==> src/rtl/score_collector_12_if.sv <==
// score_collector_12_if: score input stream and packed frame output handshake
interface score_collector_12_if #(
   parameter int DATA_LEN = 18,
   parameter int N        = 12
);
   logic                  in_valid;
   logic                  in_ready;
   logic [DATA_LEN-1:0]   in_data;
   logic                  in_last;
   logic                  out_valid;
   logic                  out_ready;
   logic [N*DATA_LEN-1:0] out_data;

   modport master (
      output in_valid, in_data, in_last, out_ready,
      input  in_ready, out_valid, out_data
   );

   modport slave (
      input  in_valid, in_data, in_last, out_ready,
      output in_ready, out_valid, out_data
   );
endinterface

==> src/rtl/score_collector_12.sv <==
// score_collector_12: gathers 12 signed scores into one packed frame for a 12-way comparator
module score_collector_12 #(
   parameter int DATA_LEN = 18,
   parameter int N        = 12
) (
   input  logic                clk,
   input  logic                rst_n,
   score_collector_12_if.slave bus,
   output logic                frame_err_o,
   output logic [3:0]          count_o
);
   localparam logic [0:0] FILL = 1'b0;
   localparam logic [0:0] FULL = 1'b1;

   logic [0:0]            state_q, state_d;
   logic [3:0]            count_q, count_d;
   logic                  err_q, err_d;
   logic [N*DATA_LEN-1:0] data_q, data_d;
   logic                  acc, last_slot;

   assign acc       = bus.in_valid && (state_q == FILL);
   assign last_slot = (count_q == 4'(N - 1));

   // in_last must coincide exactly with slot 11; any mismatch drops the frame
   always_comb begin
      state_d = state_q;
      count_d = count_q;
      err_d   = 1'b0;
      data_d  = data_q;
      if (acc) begin
         data_d[count_q*DATA_LEN +: DATA_LEN] = bus.in_data;
         count_d = (bus.in_last || last_slot) ? 4'd0 : count_q + 4'd1;
         err_d   = bus.in_last != last_slot;
         state_d = (bus.in_last && last_slot) ? FULL : FILL;
      end else if (state_q == FULL && bus.out_ready) begin
         state_d = FILL;
      end
   end

   always_ff @(posedge clk or negedge rst_n) begin
      if (!rst_n) begin
         state_q <= FILL;
         count_q <= 4'd0;
         err_q   <= 1'b0;
         data_q  <= '0;
      end else begin
         state_q <= state_d;
         count_q <= count_d;
         err_q   <= err_d;
         data_q  <= data_d;
      end
   end

   assign bus.in_ready  = (state_q == FILL);
   assign bus.out_valid = (state_q == FULL);
   assign bus.out_data  = data_q;
   assign frame_err_o   = err_q;
   assign count_o       = count_q;
endmodule

==> src/flat_wrapper.sv <==
// flat-port wrapper written by rule: the top's interface ports become plain ports
module score_collector_12_flat 
#(
   parameter int DATA_LEN = 18,
   parameter int N        = 12
)
  (clk, rst_n, frame_err_o, count_o, bus_in_valid, bus_in_data, bus_in_last, bus_out_ready, bus_in_ready, bus_out_valid, bus_out_data);
  score_collector_12_if #(.DATA_LEN(DATA_LEN), .N(N)) bus_i ();
  input  logic clk;
  input  logic rst_n;
  output logic frame_err_o;
  output logic [3:0] count_o;
  input wire logic [$bits(bus_i.in_valid)-1:0] bus_in_valid;
  input wire logic [$bits(bus_i.in_data)-1:0] bus_in_data;
  input wire logic [$bits(bus_i.in_last)-1:0] bus_in_last;
  input wire logic [$bits(bus_i.out_ready)-1:0] bus_out_ready;
  output wire logic [$bits(bus_i.in_ready)-1:0] bus_in_ready;
  output wire logic [$bits(bus_i.out_valid)-1:0] bus_out_valid;
  output wire logic [$bits(bus_i.out_data)-1:0] bus_out_data;
  assign bus_i.in_valid = bus_in_valid;
  assign bus_i.in_data = bus_in_data;
  assign bus_i.in_last = bus_in_last;
  assign bus_i.out_ready = bus_out_ready;
  assign bus_in_ready = bus_i.in_ready;
  assign bus_out_valid = bus_i.out_valid;
  assign bus_out_data = bus_i.out_data;
  score_collector_12 #(.DATA_LEN(DATA_LEN), .N(N)) u_core (.clk(clk), .rst_n(rst_n), .bus(bus_i), .frame_err_o(frame_err_o), .count_o(count_o));
endmodule
==> config.mk <==
export PLATFORM = sky130hd
export DESIGN_NAME = score_collector_12_flat
export DESIGN_NICKNAME = d
export VERILOG_FILES = /design/src/rtl/score_collector_12_if.sv /design/src/rtl/score_collector_12.sv /design/src/flat_wrapper.sv
export SDC_FILE = /design/constraint.sdc
export NUM_CORES = 1
export LEC_CHECK = 0
export CORE_MARGIN = 4
export CORE_UTILIZATION = 52
export CTS_CLUSTER_DIAMETER = 50
export DETAILED_ROUTE_END_ITERATION = 8
export GPL_ROUTABILITY_DRIVEN = 0
export PLACE_DENSITY_LB_ADDON = 0.2
export SLEW_MARGIN = 20
export SYNTH_ARGS = -nofsm -noshare
export SYNTH_HDL_FRONTEND = slang
export SYNTH_SLANG_ARGS = --single-unit
==> constraint.sdc <==
create_clock -name clk -period 5.12 [get_ports clk]
set_clock_uncertainty 0.05 [all_clocks]
set_input_delay 1.024 -clock clk [delete_from_list [all_inputs] [get_ports clk]]
set_output_delay 1.024 -clock clk [all_outputs]
set_load 0.02 [all_outputs]
### Yosys cells after proc, flatten, opt, wreduce, memory -nomap -nowiden

Index checks and enable logic that the tools add are counted.
Widths: inputs -> output; s select.

* register bits: 222
* input bits: 23
* output and inout bits: 223
* word-level logic and storage cells: 23

* $add $sub $neg: 2
* multipliers: 1
* equal/unequal tests: 2
* shifts and indexed selects: 2
* multiplexer cells: 6
* bitwise gates (word level): 1
* reduce and logical (&&, ||, !) cells: 5

Operators by type and width (number)
* $bwmux 216: 1
* $shift 18x34->216 const A: 1
* $shiftx 18x34->216: 1
* $neg 9->34: 1
* $mul 4x4->8 const B: 1
* $add 4x1->4 const B: 1
* $eq 4x4->1 const B: 1
* $mux 1: 4
* $mux 4: 1
* $logic_and 1x1->1: 3
* $reduce_bool 2->1: 1
* $logic_or 1x1->1: 1
* $ne 1x1->1: 1
* $not 1->1: 1

### Logic depth before layout (Yosys ltp)

* depth in word-level cells: 4
* depth in mapped cells: 15
* depth with buffers taken out: 12

### Worst setup path after synthesis

OpenSTA, ideal clock, no wires.

* path type: register to register
* from: register u_core.count_q[0], in the netlist u_core.count_o[0]
* to: register u_core.data_q[32], in the netlist u_core.bus.out_data[32]
* library setup time: 125 ps
* arrival time: 3668 ps
* required time: 4945 ps
* path slack: 1278 ps
* cell stages (with the launch flop): 16
* buffers on the path: 4
* period minus slack after synthesis: 3842 ps
* path through: dfrtp_1 ha_1 ha_1 ha_1 or2_2 clkbuf_1 nor3_1 ha_1 clkbuf_1 nand2_1 clkbuf_1 a21oi_1 clkbuf_1 nand2_1 nor2_1 mux2_2

* cells in the longest elaborated chain, start to end: 4
* elaborated cells on any way between the ends: 5
* classes of those cells: add/sub (1); mul (1); shift (2); mux (1)

Ends and longest elaborated chain
* start: declaration: RTL line score_collector_12.sv:16 `logic [3:0] count_q, count_d;`
* start signal: assignment: RTL line score_collector_12.sv:48 `count_q <= count_d;`
* $mul 4x4->8 *: RTL line score_collector_12.sv:31 `data_d[count_q*DATA_LEN +: DATA_LEN] = bus.in_data;`
* $neg 9->34 *: RTL line score_collector_12.sv:31
* $shiftx 18x34->216 or $shift 18x34->216 (tied branches): RTL line score_collector_12.sv:31
* $bwmux 216 *: RTL line score_collector_12.sv:31
* end signal: assignment: RTL line score_collector_12.sv:50 `data_q <= data_d;`
* end: declaration: RTL line score_collector_12.sv:18 `logic [N*DATA_LEN-1:0] data_q, data_d;`

Every way passes the cells marked *; elsewhere a longest branch is shown, timed or not.
A chain may end at the register's enable or synchronous reset.

### Worst setup path after layout

* from: register u_core.count_q[3], in the netlist u_core.count_o[3]
* to: register u_core.data_q[74], in the netlist u_core.bus.out_data[74]

Same word-level chain as after synthesis.

==> impl_metrics.toml <==
[outcome]
status = "finished, final reports clean"

[power_and_ir_drop]
p_clk_frac = 0.223
switchingPower_w = 0.00344
ir_drop_v = 0.000431
p_comb_frac = 0.476
p_sw_frac = 0.405
power_density_nw_per_um2 = 547
power_frac_seq = 0.301
p_int_w = 0.00505
p_leak_nw = 6.73

[global_route]
antenna_found_initial = 1
grt_use_total = 0.309
grt_max_degree = 113
grt_pass1_wl_mm = 62.0
grt_overflow = 0
first_global_vias = 10300

[route]
drt-pass1-iter-count = 7
via_per_inst = 6.41
routed_wl_mm = 40.4
drt_iter0_drc = 1421
routedWlPerCell_um = 25.2
drc = 0
antenna_left = 0
num_vias = 10300

[sta]
slew_violations = 0
worst_pin_slew_ns = 1.19
post-route-period-util = 0.899
timing.hold.ws_ns = 0.440
setup_viol = 0
hold_viol = 0
clock.fmax_ghz = 0.217
rsz0062_at_grt = "no"
fin_setup_tns_ns = 0
fin_crit_ns = 4.60
relSlewSlack = 0.207

[clock_tree]
insertion_delay_ns = 0.54
numCtsBuffers = 27
cts_root_buffer = "clkbuf_16"
clkTransAtPathRegs_ns = 0.05
cts_buffer_depth = 3
postCtsSetupBuffers = 0
h-tree-depth = 1
cts.sinks = 222
cts_resized = 0
cts_hold_buf = 0
cts_tree = "yes"

[worst_hold_path]
hp-class = "register to register"
whs_path_depth = 2
min-delay-start = "u_core.bus.out_data[17]"
hold_end = "u_core.bus.out_data[17]"

[worst_setup_path]
r2r-end = "u_core.bus.out_data[74]"
crit_top_cell = "ha_1"
timing.rr.start = "u_core.count_o[3]"
crit_required_ns = 5.50
startpoint_type = "register"
end_kind = "register"
cp_top_family = "adder cells"
rrSetupSlack_ns = 0.52
cp_slowest_cell = "ha_1"
ff2ff_path_depth = 10
cpPeakStageDelay_ns = 0.76
crit_chain = "ha_1 > ha_1 > or2_2 > nor3_1 > ha_1 > a41oi_1 > nand4_2 > or3_1 > o2bb2ai_1 > mux2_2"
crit_arrival_ns = 4.98
critPathBufInv = 0
worstSetupPathType = "register to register"
cp_max_fo = 16

[final_layout]
layout_commonest_cell = "clkdlybuf4s50_1"
syn_to_final_growth_pct = 31.1
final_cell_mix = "clkdlybuf4s50_1, dfrtp_1, mux2_2, nor2_1, nand2_1"
drive_above_1_share = 0.245
design_area_um2 = 15500
layout.nets = 1337

[logic_synthesis]
ys.flop_type = "dfrtp_1"
synth_nets = 1094
yosys.area.top_type = "dfrtp_1"
postSynthCellCount = 1061
ys_async_sr_fraction = 1.00
avgSynthCellArea_um2 = 11.1
synth_edf_count = 0
synth-seq-cells = 222
netlist_area_um2 = 11800
yosys.area.top_type_share = 0.470
yosys-top-cells-area = "dfrtp_1, mux2_2, o22ai_1, nor2_1, nand2_1"
synth_warnings = 0
ys_seq_area_frac = 0.470
ys_types = 82

[floorplanning]
start_util = 0.535
fp.dieW_um = 159
row_count = 54
dieArea_um2 = 25200
core-area_um2 = 22100
die_h_um = 159
num_io_pins = 246

[flow_run]
drv_cap = 0

[place]
io_buffers = 245
hpwlAfterDp_mm = 29.7
place_area_um2 = 14600
## tightest hold or removal path: stages, from the launching register on
cell and delay (ns):
dfrtp_1 0.35, nand2_1 0.05, o21ai_0 0.06
## registers in the layout, summed over array words and instances, names as in the netlist
name                  count
u_core.bus.out_data     216
u_core.count_o            4
u_core.bus.out_valid      1
u_core.frame_err_o        1
## power groups by stage
stage / clock network (W) / registers [W] / logic, W
6_report: 0.00189 / 0.00255 / 0.00404
3_5_place_dp: 0 / 0.00257 / 0.00395
4_1_cts: 0.00191 / 0.00256 / 0.00398
5_1_grt: 0.00200 / 0.00261 / 0.00423
3_3_place_gp: 0 / 0.00256 / 0.00392
2_1_floorplan: 0 / 0.00313 / 0.00157
## cell families after synthesis
logic type | after synthesis | synth area share
xor gates and xnor gates | 6 | 0.00635
DFF | 222 | 0.470
AOI/OAI and AO/OA | 199 | 0.117
buffers and inverters | 69 | 0.0252
adders and majority gates | 10 | 0.0106
and+or+nand+nor | 311 | 0.130
muxes | 244 | 0.241
## how the worst max path moves through the flow
stage	slack (ns)	start	endpoint	cells after the start
floorplan	1.28	u_core.count_o[0]	u_core.bus.out_data[32]	15
global placement	0.80	u_core.count_o[3]	u_core.bus.out_data[75]	10
detailed placement	0.68	u_core.count_o[3]	u_core.bus.out_data[74]	10
CTS	0.65	u_core.count_o[3]	u_core.bus.out_data[74]	10
global route	0.42	u_core.count_o[3]	u_core.bus.out_data[74]	10
finish	0.52	u_core.count_o[3]	u_core.bus.out_data[74]	10
## through the flow
stage	power, W	cells	setup slack, ns	utilization
2_1_floorplan	0.00471	1061	1.28	-
3_3_place_gp	0.00648	1555	0.799	0.661
3_5_place_dp	0.00652	1555	0.681	0.661
4_1_cts	0.00844	1604	0.645	0.701
5_1_grt	0.00884	1605	0.425	0.702
6_report	0.00849	1605	0.517	0.702
## final cells by class
cell class	count	area, µm²
Fill cell	1633	6590
Multi-Input combinational cell	770	6000
Sequential cell	222	5560
Timing Repair Buffer	268	2640
Clock buffer	41	798
Tap cell	280	350
Clock inverter	8	95.1
Inverter	15	56.3
Antenna cell	1	2.50
## synthesized netlist by cell type, types with 3 or more instances
cell       number
o31a_1          3
a211o_1         3
nand3_2         3
nor2b_1         6
a32oi_1         5
dfrtp_1       222
nand2_1        90
ha_1           10
mux4_2         10
nor3_1         17
a31oi_1        10
nor4_1          4
mux2i_1        16
mux2_1         12
o32a_1          3
nand2b_1        8
nand3_1        32
a2bb2oi_1      10
clkbuf_1       30
buf_1           3
o21ai_1         4
a21oi_1        35
nor2_1         93
a211oi_1        3
or2_2           5
or4_1           3
mux2_2        204
o21ai_0        20
inv_1          15
buf_2          19
a21o_1          3
or3_1           4
and2_1         12
a22oi_1         7
o22ai_1        62
nand4_1         9
nor3_2          5
o22a_1          3
a22o_1          3
## layer usage
metal / track usage / vias to the layer above / wire (µm)
met5: 0 / - / 0
met4: 0.120 / 0 / 2070
met3: 0.115 / 158 / 5030
met2: 0.483 / 708 / 18300
met1: 0.394 / 4996 / 15000
li1: - / 4425 / -
Power figures use the tool's default switching activity.
